[src/rtl/bcd_pkg.sv]
// Shared types and constants for the BCD-to-binary converter:
// FSM encoding and the nibble correction / digit-valid constants.
package bcd_pkg;

    typedef enum logic [1:0] {
        IDLE  = 2'd0,
        SHIFT = 2'd1,
        CORR  = 2'd2,
        FIN   = 2'd3
    } state_e;

    localparam logic [3:0] CORR_THRESH = 4'd8;
    localparam logic [3:0] CORR_AMT    = 4'd3;
    localparam logic [3:0] DIGIT_MAX   = 4'd9;

endpackage

[src/rtl/bcd_nibble_sub3.sv]
// Reverse double-dabble correction for one BCD digit: a nibble that
// picked up a shifted-in 1 (value >= 8) is pulled back down by 3.
module bcd_nibble_sub3
    import bcd_pkg::*;
(
    input  logic [3:0] nib_in,
    output logic [3:0] nib_out
);

    always_comb begin
        nib_out = nib_in;
        if (nib_in >= CORR_THRESH)
            nib_out = nib_in - CORR_AMT;
    end

endmodule

[src/rtl/bcd_to_bin_conv.sv]
// Iterative packed-BCD to binary converter (reverse double-dabble), one
// shift or correction per cycle. Optional input digit check: BCD_CHECK_EN.
module bcd_to_bin_conv
    import bcd_pkg::*;
#(
    parameter int DIGITS = 4,
    parameter int BIN_W  = 14
) (
    input  logic                  clk,
    input  logic                  reset,
    input  logic                  start,
    input  logic [4*DIGITS-1:0]   bcd_in,
    output logic                  busy,
    output logic                  done,
    output logic [BIN_W-1:0]      bin_out,
    output logic                  err
);

    localparam int BCD_W = 4 * DIGITS;
    localparam int W_W   = BCD_W + BIN_W;
    localparam int CNT_W = $clog2(BIN_W + 1);

    state_e                    state_q, state_d;
    logic [W_W-1:0]            w_q, w_d;
    logic [CNT_W-1:0]          cnt_q, cnt_d;
    logic [BIN_W-1:0]          bin_out_q, bin_out_d;
    logic                      done_q, done_d;
    logic                      err_q, err_d;
    logic                      in_bad;

    logic [DIGITS-1:0][3:0]    nib_cur, nib_corr;

    assign nib_cur = w_q[W_W-1 -: BCD_W];

    for (genvar g = 0; g < DIGITS; g++) begin : g_corr
        bcd_nibble_sub3 u_sub3 (
            .nib_in  (nib_cur[g]),
            .nib_out (nib_corr[g])
        );
    end

`ifdef BCD_CHECK_EN
    always_comb begin
        in_bad = 1'b0;
        for (int i = 0; i < DIGITS; i++)
            if (bcd_in[4*i +: 4] > DIGIT_MAX)
                in_bad = 1'b1;
    end
`else
    assign in_bad = 1'b0;
`endif

    // State register (also holds the datapath flops).
    always_ff @(posedge clk or posedge reset) begin
        if (reset) begin
            state_q   <= IDLE;
            w_q       <= '0;
            cnt_q     <= '0;
            bin_out_q <= '0;
            done_q    <= 1'b0;
            err_q     <= 1'b0;
        end else begin
            state_q   <= state_d;
            w_q       <= w_d;
            cnt_q     <= cnt_d;
            bin_out_q <= bin_out_d;
            done_q    <= done_d;
            err_q     <= err_d;
        end
    end

    // Next-state logic; the final shift goes straight to FIN, skipping CORR.
    always_comb begin
        state_d = state_q;
        case (state_q)
            IDLE:    if (start && !in_bad) state_d = SHIFT;
            SHIFT:   state_d = (cnt_q == CNT_W'(1)) ? FIN : CORR;
            CORR:    state_d = SHIFT;
            FIN:     state_d = IDLE;
            default: state_d = IDLE;
        endcase
    end

    // Datapath / output logic.
    always_comb begin
        w_d       = w_q;
        cnt_d     = cnt_q;
        bin_out_d = bin_out_q;
        done_d    = 1'b0;
        err_d     = 1'b0;
        case (state_q)
            IDLE: begin
                if (start) begin
                    if (in_bad) begin
                        done_d    = 1'b1;
                        err_d     = 1'b1;
                        bin_out_d = '0;
                    end else begin
                        w_d   = {bcd_in, {BIN_W{1'b0}}};
                        cnt_d = CNT_W'(BIN_W);
                    end
                end
            end
            SHIFT: begin
                w_d   = {1'b0, w_q[W_W-1:1]};
                cnt_d = cnt_q - CNT_W'(1);
            end
            CORR: begin
                w_d = {nib_corr, w_q[BIN_W-1:0]};
            end
            FIN: begin
                bin_out_d = w_q[BIN_W-1:0];
                done_d    = 1'b1;
            end
            default: ;
        endcase
    end

    assign busy    = (state_q != IDLE);
    assign done    = done_q;
    assign bin_out = bin_out_q;
    assign err     = err_q;

endmodule
[config.mk]
export PLATFORM = sky130hd
export DESIGN_NAME = bcd_to_bin_conv
export DESIGN_NICKNAME = d
export VERILOG_FILES = /design/src/rtl/bcd_pkg.sv /design/src/rtl/bcd_nibble_sub3.sv /design/src/rtl/bcd_to_bin_conv.sv
export SDC_FILE = /design/constraint.sdc
export NUM_CORES = 1
export LEC_CHECK = 0
export CAP_MARGIN = 20
export CORE_ASPECT_RATIO = 1.75
export CORE_UTILIZATION = 50
export CTS_BUF_LIST = sky130_fd_sc_hd__clkbuf_16
export CTS_CLUSTER_DIAMETER = 40
export DETAILED_ROUTE_END_ITERATION = 10
export HOLD_SLACK_MARGIN = 0.05
export MAX_ROUTING_LAYER = met4
export PLACE_DENSITY = 0.85
export SETUP_SLACK_MARGIN = 0.5
export SYNTH_ARGS = -nofsm -noshare
export SYNTH_HDL_FRONTEND = slang
export SYNTH_SLANG_ARGS = --single-unit
[constraint.sdc]
create_clock -name clk -period 2.4 [get_ports clk]
set_clock_uncertainty 0.2 [all_clocks]
set_input_delay 0.48 -clock clk [delete_from_list [all_inputs] [get_ports clk]]
set_output_delay 0.48 -clock clk [all_outputs]
set_load 0.02 [all_outputs]
# --- Yosys cells after proc, flatten, opt, wreduce, memory -nomap -nowiden ---
# Cells that the tools add are included.
word_totals:
  reg_bits: 51
  out_inout_bits: 17
  wordCells: 50
classes:
  add_sub_neg: 5
  order_cmp: 4
  eq_ne: 9
  mux: 12
  n_bitwise: 1
  n_reduce_logical: 10
op_table:
  columns: ["op", "count"]
  rows:
  - ["$pmux W30 S3", 1]
  - ["$mux W30", 1]
  - ["$mux W4", 5]
  - ["$ge A4 B4 Y1 const B", 4]
  - ["$sub A4 B2 Y4 const B", 4]
  - ["$reduce_and A3 Y1", 5]
  - ["$ne A2 B1 Y1 const B", 4]
  - ["$pmux W2 S4", 1]
  - ["$pmux W4 S2", 1]
  - ["$eq A2 B2 Y1 const B", 2]
  - ["$eq A4 B1 Y1 const B", 1]
  - ["$reduce_bool A2 Y1", 2]
  - ["$sub A4 B1 Y4 const B", 1]
  - ["$reduce_bool A3 Y1", 1]
  - ["$eq A2 B1 Y1 const B", 1]
  - ["$logic_not A2 Y1", 1]
  - ["$mux W1", 2]
  - ["$mux W2", 1]
  - ["$ne A2 B2 Y1 const B", 1]
  - ["$reduce_and A2 Y1", 1]
  - ["$not A1 Y1", 1]

# --- Logic depth before layout (Yosys ltp) ---
depth:
  ltp_word: 3
  ltp_mapped: 9
  ltp_nobuf: 6

# --- Cells and area by module ---
# A second synthesis with hierarchy kept.
unflattened:
  cells_unflattened: 272
  hier_area_um2: 2768.9
by_module_without_submodules:
  columns: ["module", "n_inst", "cells_each", "area_each_um2", "seq_area_each_um2"]
  rows:
  - ["bcd_to_bin_conv", 1, 228, 2463.6, 1276.2]
  - ["bcd_nibble_sub3", 4, 11, 76.3, 0.0]

# --- Worst setup path before layout ---
# No wires, ideal clock.
synth_path:
  path_kind: "reg2reg"
  start: "register state_q[0]"
  end: "register w_q[0]"
  arrival_ns: 1.667
  required_ns: 2.074
  slack_ns: 0.407
  path_stages_with_launch: 10
  n_path_buf: 3
  period_less_slack_ns: 1.993
  cell_sequence: "dfrtp_1 inv_1 ha_1 nor2b_1 buf_6 or3_1 buf_6 buf_6 nand2_1 o21ai_0"
synth_between:
  elab_chain_len: 3
  word_cells_on_any_way: 8
synth_lines:
  columns: ["element", "line_no", "text"]
  rows:
  - ["start: declaration", "bcd_to_bin_conv.sv:23", "state_e state_q, state_d;"]
  - ["start signal: assignment", "bcd_to_bin_conv.sv:63", "state_q <= state_d;"]
  - ["$eq A2 B1 Y1 (tied with other cells)", "bcd_to_bin_conv.sv:91", "case (state_q)"]
  - ["$reduce_bool A2 Y1 (no line) (tied with other cells)", null, null]
  - ["$reduce_and A3 Y1 (no line)", null, null]
  - ["end signal: assignment", "bcd_to_bin_conv.sv:64", "w_q <= w_d;"]
  - ["end: declaration", "bcd_to_bin_conv.sv:24", "logic [W_W-1:0] w_q, w_d;"]
# Several ways; a longest one is shown, not always the timed one.
# A chain may end at the register's enable or synchronous reset.

# --- Worst setup path in the final report ---
layout_path:
  start: "register state_q[0]"
  end: "register w_q[28]"
layout_between:
  elab_chain_len: 3
  word_cells_on_any_way: 8
layout_lines:
  columns: ["element", "line_no"]
  rows:
  - ["$eq A2 B2 Y1 (tied with other cells)", "bcd_to_bin_conv.sv:91"]
  - ["$ne A2 B1 Y1 (no line) (tied with other cells)", null]
  - ["$reduce_and A3 Y1 (no line)", null]
# Several ways; a longest one is shown, not always the timed one.

==> flow_summary.toml <==
[die]
row_count = 34
fp.dieArea_sq_um = 5590
boundaryPins = 36
die-width_um = 57.0
initial_utilization = 0.526
core_region_area_sq_um = 5020
die_height_um = 98.2

[pwr]
max-vdd-ir-drop_v = 0.00104
pwr-share-comb = 0.591
internal_power_mw = 2.91
total_leakage_power_nw = 1.67
p_seq_frac = 0.267
switching_share = 0.411
power_density_nw_per_um2 = 1400
clock_power_share = 0.142
net-switching-power_mw = 2.03

[logic_synthesis]
synth_top_cell_area_share = 0.483
synth_sequential_area_ratio = 0.483
synth-edff-count = 0
syn_area_sq_um = 2640
synth.lib_cells_used.distinct = 31
synth_largest_area_cell = "sky130_fd_sc_hd__dfrtp_1"
nets_in_the_synthesized_netlist = 297
async_flop_share = 1.00
yosysWarnings = 0
post_synth_main_area_contributors = "sky130_fd_sc_hd__dfrtp_1 (48%), sky130_fd_sc_hd__mux2_2 (7.7%), sky130_fd_sc_hd__ha_1 (7.1%), sky130_fd_sc_hd__nand2_1 (5.4%), sky130_fd_sc_hd__a221o_1 (3.0%)"
average_instance_area_after_synthesis_sq_um = 10.0
ys_ff_latch = 51
synthFlopType = "sky130_fd_sc_hd__dfrtp_1"
synthCells = 263

[worst_setup_path]
reg2regPathDepth = 6
timing.critical_path.from_type = "register"
crit_path_max_fanout = 8
crit-reg2reg-launch = "state_q[0]"
critical_path.reg2reg.endpoint = "w_q[28]"
setup.worst_path.start = "state_q[0]"
endpoint = "w_q[28]"
critPathRequiredTime_ps = 2370
regToRegSetupSlack_ps = 440
worst-endpoint-arrival_ps = 1930
critical_path.endpoint_type = "register"
crit_path_class = "reg -> reg"

[routing]
drt-wirelength-per-cell_um = 16.6
number_of_nets_still_failing_antenna_checks_after_routing = 0
met3_wirelength_um = 232
totalWireLength_um = 6190
routedLengthMet1_um = 2440
vias_per_cell = 5.87
topRoutingLayerUsed = "met4"
firstDrtPassIters = 7
drt_drc_violations_left = 11
wl_met2_um = 3340
drt_first_iter_violations = 69
routed-via-count = 2183

[cts]
numClockSinks = 51
tritoncts = "done"
clkTransAtPathRegs_ps = 70
cts.root.buffer_cell = "sky130_fd_sc_hd__clkbuf_16"
cts_buffers = 5
insertion_delay_ps = 290
htreeDepth = 2
clk_path_buf_depth = 2

[layout]
layout_commonest_cell = "sky130_fd_sc_hd__dfrtp_1"
layout_common_cells = "sky130_fd_sc_hd__dfrtp_1 (50), sky130_fd_sc_hd__nand2_1 (38), sky130_fd_sc_hd__buf_4 (21)"
nNetsFinal = 351
number_of_fill_cells = 377
layout.area.seq_sq_um = 1280
final_layout_size_suffix_gt1_frac = 0.258
area_growth_syn_to_layout_pct = 33.0
area_of_the_multi_input_gates_sq_um = 1350
antenna_cells = 0

[timing]
max_clock_freq_mhz = 511
rsz0062_at_grt = "true"
count_of_final_max_slew_check_failures = 0
hold_violations = 0
finalSetupTns_ps = 0
timing.final.setup_violations = 0
fin_crit_ps = 1960
final.period_utilization = 0.815
worst_hold_slack_ps = 299

[grt]
grt-ovfl-total = 0
number_of_global_route_vias_before_repair = 2097
grt_util_all_layers = 0.225
antenna_found_initial = 0
grt_first_pass_wirelength_um = 9520
grt_start_max_net_pins = 36

[min_path]
min-delay-path-class = "reg -> reg"

[job]
timing.max_cap.violations = 0

[outcome]
failing_checks = "design-rule violations"
result_of_the_run = "complete, but fails checks"

[placed_design]
routabilityCongestion = 0.822
port_buffers = 34
detailed_place_hpwl_um = 3790
-- cells in the mapped netlist (all sizes together) (5+ instances only) --
library cell,count
o21ai,24
nor3,11
ha,15
nand3,8
a221o,8
mux2,18
nor2b,5
o211ai,5
nand2,38
nor2,17
dfrtp,51
inv,15
buf,12
a21oi,10
-- critical path, cell delays in order (launching register included) --
cell and delay [ps]:
sky130_fd_sc_hd__dfrtp_2 400, sky130_fd_sc_hd__inv_4 60, sky130_fd_sc_hd__ha_4 320, sky130_fd_sc_hd__clkinvlp_4 130, sky130_fd_sc_hd__buf_6 140, sky130_fd_sc_hd__a221o_1 360
sky130_fd_sc_hd__a22o_1 220
-- cells by family after synthesis --
| group | synth area share |
|---|---|
| simple gates | 0.148 |
| compound gates | 0.161 |
| flops | 0.483 |
| buf+inv | 0.0592 |
| mux | 0.0767 |
| fa+ha+maj | 0.0710 |
| other cells | 0.00142 |
-- metal layers --
| metal | global-route usage | up-vias |
|---|---|---|
| li1 | - | 1026 |
| met1 | 0.257 | 1071 |
| met2 | 0.387 | 69 |
| met3 | 0.0331 | 17 |
| met4 | 0.0901 | 0 |
| met5 | - | - |
-- through the flow --
stage	utilization	worst slack [ps]	cell area (sq um)	power, mW	std cells
after floorplan	-	431	2660	2.92	263
after global placement	0.611	124	3070	3.33	345
after detailed placement	0.611	78.0	3070	3.43	345
after CTS	0.674	480	3380	4.56	362
after global routing	0.700	406	3510	5.22	372
final	0.700	444	3510	4.93	372
-- power by group through the flow --
stage / Sequential, mW / Clock [mW] / Combinational (mW)
2_1_floorplan: 1.28 / 0 / 1.64
3_3_place_gp: 1.30 / 0 / 2.04
3_5_place_dp: 1.31 / 0 / 2.12
4_1_cts: 1.30 / 0.699 / 2.56
5_1_grt: 1.34 / 0.745 / 3.14
6_report: 1.32 / 0.701 / 2.92
-- worst min-delay path by stage --
| stage | slack, ps | startpoint | cells after the start | endpoint |
|---|---|---|---|---|
| finish | 300 | bin_out[0] | 1 | bin_out[0] |
| global route | 310 | bin_out[0] | 1 | bin_out[0] |
| global placement | 260 | w_q[0] | 2 | w_q[0] |
| detailed placement | 290 | bin_out[0] | 1 | bin_out[0] |
| CTS | 300 | bin_out[7] | 1 | bin_out[7] |
| floorplan | 240 | w_q[0] | 2 | w_q[0] |
-- what timing repair did --
item,in CTS,in global routing
setup endpoints to repair,46,33
pin swaps,4,6
hold buffers,0,0
cloned,0,1
resized for setup,42,10
buffers inserted,9,9
-- state kept, by name, summed over array words and instances, names as in the netlist --
signal and cells:
w_q 30, state_q 2, done 1, cnt_q 4
bin_out 14
-- area by class of cell --
| class | count | share of cell area |
|---|---|---|
| Clock buffer | 5 | 0.0356 |
| Tap cell | 54 | 0.0192 |
| Inverter | 15 | 0.0189 |
| Sequential cell | 51 | 0.364 |
| Timing Repair Buffer | 63 | 0.174 |
| Multi-Input combinational cell | 181 | 0.383 |
| Clock inverter | 3 | 0.00570 |
(Power assumes the default switching activity.)
